$ cat config.mk
export PLATFORM = sky130hd
export DESIGN_NAME = uart_tx_arbiter
export DESIGN_NICKNAME = d
export VERILOG_FILES = /design/src/rtl/uart_tx_arbiter.sv
export SDC_FILE = /design/constraint.sdc
export NUM_CORES = 1
export LEC_CHECK = 0
export ABC_AREA = 1
export BUFFER_PORTS_ARGS = -buffer_cell sky130_fd_sc_hd__buf_2
export CELL_PAD_IN_SITES_DETAIL_PLACEMENT = 1
export CELL_PAD_IN_SITES_GLOBAL_PLACEMENT = 1
export CORE_ASPECT_RATIO = 1.25
export CORE_UTILIZATION = 36
export CTS_CLUSTER_SIZE = 12
export DETAILED_ROUTE_END_ITERATION = 10
export MAX_ROUTING_LAYER = met4
export PLACE_DENSITY_LB_ADDON = 0.1
export SETUP_SLACK_MARGIN = 0.02
export SLEW_MARGIN = 40
export SYNTH_ARGS = -nofsm -noshare
export SYNTH_HDL_FRONTEND = slang
export SYNTH_SLANG_ARGS = --single-unit
$ cat constraint.sdc
create_clock -name clock -period 4.8 [get_ports clock]
set_input_delay 0.96 -clock clock [delete_from_list [all_inputs] [get_ports clock]]
set_output_delay 0.96 -clock clock [all_outputs]
set_load 0.01 [all_outputs]
$ cat src/rtl/uart_tx_arbiter.sv
// Round-robin, packet-granular arbiter sharing one UART transmit user port among
// P_REQ_NUM requesters; a grant ends on last byte, burst limit or idle timeout.
module uart_tx_arbiter #(
  parameter int P_REQ_NUM         = 4,
  parameter int P_UART_DATA_WIDTH = 8,
  parameter int P_MAX_BURST       = 16,
  parameter int P_IDLE_TIMEOUT    = 64
) (
  input  logic                                   clock,
  input  logic                                   reset,
  input  logic [P_REQ_NUM-1:0]                   i_req_valid,
  input  logic [P_REQ_NUM*P_UART_DATA_WIDTH-1:0] i_req_data,
  input  logic [P_REQ_NUM-1:0]                   i_req_last,
  output logic [P_REQ_NUM-1:0]                   o_req_ready,
  output logic [P_UART_DATA_WIDTH-1:0]           o_user_tx_data,
  output logic                                   o_user_tx_valid,
  input  logic                                   i_user_tx_ready,
  output logic [P_REQ_NUM-1:0]                   o_grant,
  output logic                                   o_busy
);

  localparam int W         = P_UART_DATA_WIDTH;
  localparam int IDX_W     = $clog2(P_REQ_NUM);
  localparam int BC_W      = (P_MAX_BURST > 0) ? $clog2(P_MAX_BURST + 1) : 1;
  localparam int IC_W      = (P_IDLE_TIMEOUT > 0) ? $clog2(P_IDLE_TIMEOUT + 1) : 1;
  localparam int BURST_LIM = (P_MAX_BURST > 0) ? P_MAX_BURST : 1;
  localparam int TO_LAST   = (P_IDLE_TIMEOUT > 0) ? P_IDLE_TIMEOUT - 1 : 0;

  localparam logic [BC_W:0]   BURST_LIM_V = BURST_LIM[BC_W:0];
  localparam logic [IC_W-1:0] TO_LAST_V   = TO_LAST[IC_W-1:0];

  localparam logic [0:0] ST_IDLE  = 1'b0;
  localparam logic [0:0] ST_GRANT = 1'b1;

  logic [0:0]       state;
  logic [IDX_W-1:0] grant_idx;
  logic [IDX_W-1:0] last_idx;
  logic [BC_W-1:0]  burst_cnt;
  logic [IC_W-1:0]  idle_cnt;

  logic             grant_active;
  logic             sel_valid;
  logic             sel_last;
  logic [W-1:0]     sel_data;
  logic             beat;
  logic             rel_burst;
  logic             rel_idle;
  logic             release_grant;
  logic [IDX_W-1:0] pick_idx;

  function automatic logic [BC_W-1:0] sat_inc_burst(input logic [BC_W-1:0] v);
    return (&v) ? v : v + BC_W'(1);
  endfunction

  function automatic logic [IC_W-1:0] sat_inc_idle(input logic [IC_W-1:0] v);
    return (&v) ? v : v + IC_W'(1);
  endfunction

  // First valid requester after the round-robin pointer, wrapping modulo P_REQ_NUM.
  function automatic logic [IDX_W-1:0] rr_pick(input logic [P_REQ_NUM-1:0] vld,
                                               input logic [IDX_W-1:0]     last);
    logic [IDX_W-1:0] pick;
    int               idx;
    pick = last;
    for (int k = P_REQ_NUM; k >= 1; k--) begin
      idx = (int'(last) + k) % P_REQ_NUM;
      if (vld[idx]) pick = IDX_W'(idx);
    end
    return pick;
  endfunction

  assign grant_active = (state == ST_GRANT);
  assign pick_idx     = rr_pick(i_req_valid, last_idx);

  always_comb begin
    sel_valid = 1'b0;
    sel_last  = 1'b0;
    sel_data  = '0;
    for (int k = 0; k < P_REQ_NUM; k++) begin
      if (grant_idx == IDX_W'(k)) begin
        sel_valid = i_req_valid[k];
        sel_last  = i_req_last[k];
        sel_data  = i_req_data[k*W +: W];
      end
    end
  end

  assign beat          = grant_active & sel_valid & i_user_tx_ready;
  assign rel_burst     = (P_MAX_BURST != 0) && beat &&
                         (({1'b0, burst_cnt} + (BC_W+1)'(1)) == BURST_LIM_V);
  assign rel_idle      = (P_IDLE_TIMEOUT != 0) && grant_active && !sel_valid &&
                         (idle_cnt == TO_LAST_V);
  assign release_grant = (beat & sel_last) | rel_burst | rel_idle;

  // Output mux driven straight from the registered grant; the ready path is combinational.
  always_comb begin
    o_user_tx_valid = grant_active & sel_valid;
    o_user_tx_data  = grant_active ? sel_data : '0;
    o_req_ready     = (grant_active & i_user_tx_ready) ? o_grant : '0;
  end

  assign o_busy = grant_active;

  // Arbitration / grant-hold register stage
  always_ff @(posedge clock or posedge reset) begin
    if (reset) begin
      state     <= ST_IDLE;
      grant_idx <= '0;
      last_idx  <= IDX_W'(P_REQ_NUM - 1);
      o_grant   <= '0;
      burst_cnt <= '0;
      idle_cnt  <= '0;
    end else begin
      case (state)
        ST_IDLE: begin
          if (|i_req_valid) begin
            state     <= ST_GRANT;
            grant_idx <= pick_idx;
            last_idx  <= pick_idx;
            o_grant   <= P_REQ_NUM'(1) << pick_idx;
            burst_cnt <= '0;
            idle_cnt  <= '0;
          end
        end
        default: begin
          if (beat) burst_cnt <= sat_inc_burst(burst_cnt);
          if (sel_valid) idle_cnt <= '0;
          else           idle_cnt <= sat_inc_idle(idle_cnt);
          if (release_grant) begin
            state   <= ST_IDLE;
            o_grant <= '0;
          end
        end
      endcase
    end
  end

endmodule

# Word level (Yosys, flattened, before mapping)
# Index checks and enable logic that the tools add are counted.
[op_classes] n_div=0 addsub=7 n_shift=1 n_eq_ne=9 n_mul=0 n_lt_le_gt_ge=4 bitwise_logic=11 n_mux=44 reduce_logical=17
[ops] cell="two-way mux 8 bit" count=5
[ops] cell="two-way mux 7 bit" count=4
[ops] cell="two-way mux 5 bit" count=4
[ops] cell="two-way mux 1 bit" count=19
[ops] cell="< comparator 3 x 4 -> 1 bit, second input constant" count=4
[ops] cell="two-way mux 4 bit" count=4
[ops] cell="binary-select mux 1 bit (select 2 bit)" count=4
[ops] cell="two-way mux 2 bit" count=4
[ops] cell="OR reduction 2 bit" count=4
[ops] cell="adder 7 x 1 -> 7 bit, second input constant" count=1
[ops] cell="== test 7 x 6 -> 1 bit, second input constant" count=1
[ops] cell="AND reduction 7 bit" count=1
[ops] cell="adder 5 x 1 -> 6 bit, second input constant" count=1
[ops] cell="== test 6 x 5 -> 1 bit, second input constant" count=1
[ops] cell="AND reduction 2 bit" count=3
[ops] cell="adder 5 x 1 -> 5 bit, second input constant" count=1
[ops] cell="AND reduction 5 bit" count=1
[ops] cell="adder 2 x 1 -> 2 bit, second input constant" count=2
[ops] cell="adder 2 bit, second input constant" count=2
[ops] cell="bitwise AND 1 bit" count=4
[ops] cell="bitwise AND 1 bit, first input constant" count=4
[ops] cell="== test 2 bit, second input constant" count=2
[ops] cell="inequality test 2 x 1 -> 1 bit, second input constant" count=2
[ops] cell="OR reduction 4 bit" count=1
[ops] cell="other kinds (11)" count=14
[totals] rom_bits=0 in_bits=43 reg_bits=21 memories=0 latchBits=0 ram_bits=0

# Depth between registers and ports, before layout
[depth] depth_word=13 ltp_mapped=11 depth_no_buf=11

# Least setup slack after synthesis
# OpenSTA, ideal clock, no wires.
[synth_timing] path_type="input to output" from="in i_req_valid[2]" to="out o_user_tx_valid" cell_stages=6 arrival_ps=1581 n_path_buf=0 setup_slack_ps=2259 path_cell_list="inv_1 o21ai_1 nand3_2 nand2_2 inv_1 nor2_1"
[synth_between] elab_chain_cells=3
[synth_lines] item="from (decl)" line="11" rtl="input logic [P_REQ_NUM-1:0] i_req_valid,"
[synth_lines] item="two-way mux 1 bit (2 in a row)" line="80" rtl="if (grant_idx == IDX_W'(k)) begin"
[synth_lines] item="bitwise AND 1 bit" line="97" rtl="o_user_tx_valid = grant_active & sel_valid;"
[synth_lines] item="to (decl)" line="16" rtl="output logic o_user_tx_valid,"
# Every way passes these cells.

# Final worst setup path
# Same ends and word-level chain as after synthesis.

==> impl_metrics.toml <==
[yosys]
synth_nets = 304
ys_seq_area_share_pct = 31.99
synth_edf_count = 0
avgSynthCellArea_sq_um = 6.422
ys_warn_count = 0
ys_types = 29
synth_area_leaders = "dfrtp_1, nand2_1, nand3_1, o21ai_0, inv_1"
ys.flop_type = "dfrtp_1"
synth_common_cells = "nand2_1, inv_1, nand3_1, o21ai_0, dfrtp_1"
netlist.top_cell.by_area = "dfrtp_1"
synth_top_area_share_pct = 28.81
yosys.cell_count.top_type = "nand2_1"
synthCells = 257
netlist_area_sq_um = 1650
synthArstFlopShare_pct = 100.0
ys_seq_elements = 21

[clock_tree]
ctsResizeCount = 0
post-cts-setup-buffer-count = 0
cts_buffer_depth = 2
cts_tree = "done"
root_buffer = "clkbuf_8"
numClockSinks = 21
cts_buffers = 3
clk_pin_slew_ns = 0.09
htreeDepth = 1
clkLatencyLatePin_ns = 0.27
holdBufCountCts = 0

[sta]
fin_crit_ns = 2.823
fmax_mhz = 354.2
relSlewSlack_pct = 69.65
fin_setup_tns_ns = 0
rsz0062_at_grt = "no"
setup_viol = 0
worstMarginPinSlew_ns = 0.4552
skew_ns = 0.01150
period_share_pct = 58.82
drv_slew = 0
fin_ws_ns = 1.977
hold_viol = 0
hold_ws_ns = 0.5322

[routing]
drc_errors = 0
finalWirelength_um = 4753
first_pass_iters = 4
ant_nets = 0
wire_per_inst_um = 12.71
detail_route.iter0.violations = 50
routed_via_density = 4.914
vias = 1838

[power_and_ir_drop]
power_per_cell_area_nw_per_um2 = 534.6
p_leak_nw = 1.130
peakVddDrop_mv = 0.2402

[setup_path]
critical_path_class = "primary input to output pin"
cp.arrival_ns = 1.86
critPathRequiredTime_ns = 3.84
cp-end-kind = "output pin"
startpoint_type = "primary input"
worst-path-max-fanout = 5

[global_route]
antenna_found_initial = 0
grt_use_total_pct = 21.24
grt_first_pass_wirelength_um = 8135
grt_max_degree = 22
grt_overflow = 0
grt_pass1_vias = 1845

[placed_design]
dp_slack_ns = 1.974
dp_hpwl_um = 3869
io_buffers = 60
gp_congestion = 0.7823

[floorplanning]
core_area_sq_um = 4392
die_y_um = 77.70
start_util_pct = 37.58
fp.dieW_um = 62.56
row_count = 27
num_io_pins = 61
dieArea_sq_um = 4861

[cells_and_area]
n_antenna_cell = 0
syn2layout_area_growth_pct = 23.12
final.fill_count = 649
final_core_util_pct = 46.27
final_nets = 364
final_layout_size_suffix_gt1_share_pct = 25.63

[hold_path]
hp-class = "flip-flop to flip-flop"

[run_status]
status = "complete, no violations"

[run]
drv_cap = 0
layout make-up:
cell class	count	area (sq um)	share of cell area, %
Multi-Input combinational cell	197	957.2	47.11
Sequential cell	21	528.0	25.99
Timing Repair Buffer	60	300.3	14.78
Inverter	34	127.6	6.281
Tap cell	58	72.57	3.571
Clock buffer	3	41.29	2.032
Clock inverter	1	5.005	0.2463
per-stage QoR:
step / total power, mW / area (sq um) / std cells
after floorplan: 0.7809 / 1650 / 257
after global placement: 0.9607 / 1986 / 370
after detailed placement: 0.9790 / 1986 / 370
after CTS: 1.100 / 2032 / 374
after global routing: 1.207 / 2032 / 374
final: 1.086 / 2032 / 374
power by group:
group	total (mW)	leakage, nW	internal (mW)	switching (mW)
Sequential	0.324	0.273	0.235	0.0897
Combinational	0.642	0.832	0.231	0.411
Clock	0.120	0.0255	0.0579	0.0621
critical path: stages:
cell and delay [ns]:
buf_2 0.09, inv_1 0.06, o21ai_1 0.16, nand3_2 0.13, nand2_2 0.11, inv_1 0.10, nor2_1 0.11, buf_2 0.15
registers in the layout, summed over array words and instances, names as in the netlist:
signal,flops
o_busy,1
grant_idx,2
last_idx,2
idle_cnt,7
burst_cnt,5
o_grant,4
cell usage in the layout (no fill, tap or decap), drive strengths merged:
cell type  count
xnor2          1
ha             4
nor3           2
a31oi          1
xor2           3
nand4          7
o21ai         28
buf           60
inv           32
o31ai          1
or2            1
dfstp          2
nand3         25
nor2          18
nand2         95
a21oi          6
o211ai         3
clkbuf         3
nand3b         1
nor3b          1
dfrtp         19
clkinv         3
worst paths after layout:
check	startpoint	to	slack, ns	depth (start not counted)
min in group asynchronous	reset	idle_cnt[0]	0.69	2
min	idle_cnt[1]	idle_cnt[1]	0.53	2
min reg2reg	idle_cnt[1]	idle_cnt[1]	0.53	2
max	i_req_valid[2]	o_user_tx_valid	1.98	8
max reg2reg	o_busy	grant_idx[0]	2.85	5
max in group asynchronous	reset	last_idx[0]	3.75	2
metal layers:
metal | up-vias | wire [um] | GRT usage [%]
li1 | 945 | - | -
met3 | 4 | 185 | 2.941
met5 | - | 0 | -
met4 | 0 | 43 | 4.884
met1 | 847 | 2155 | 25.11
met2 | 42 | 2368 | 37.83
kinds of logic (layout without fill, tap and decap cells):
group / count (synthesis) / count (layout) / synth area share, %
AO/OA/AOI/OAI: 39 / 39 / 12.74
adder cells (fa/ha/maj): 4 / 4 / 3.033
flip-flops: 21 / 21 / 31.99
XOR/XNOR: 4 / 4 / 2.123
buffers and inverters: 39 / 98 / 10.01
AND/OR/NAND/NOR: 150 / 150 / 40.11
Power figures use the tool's default switching activity.
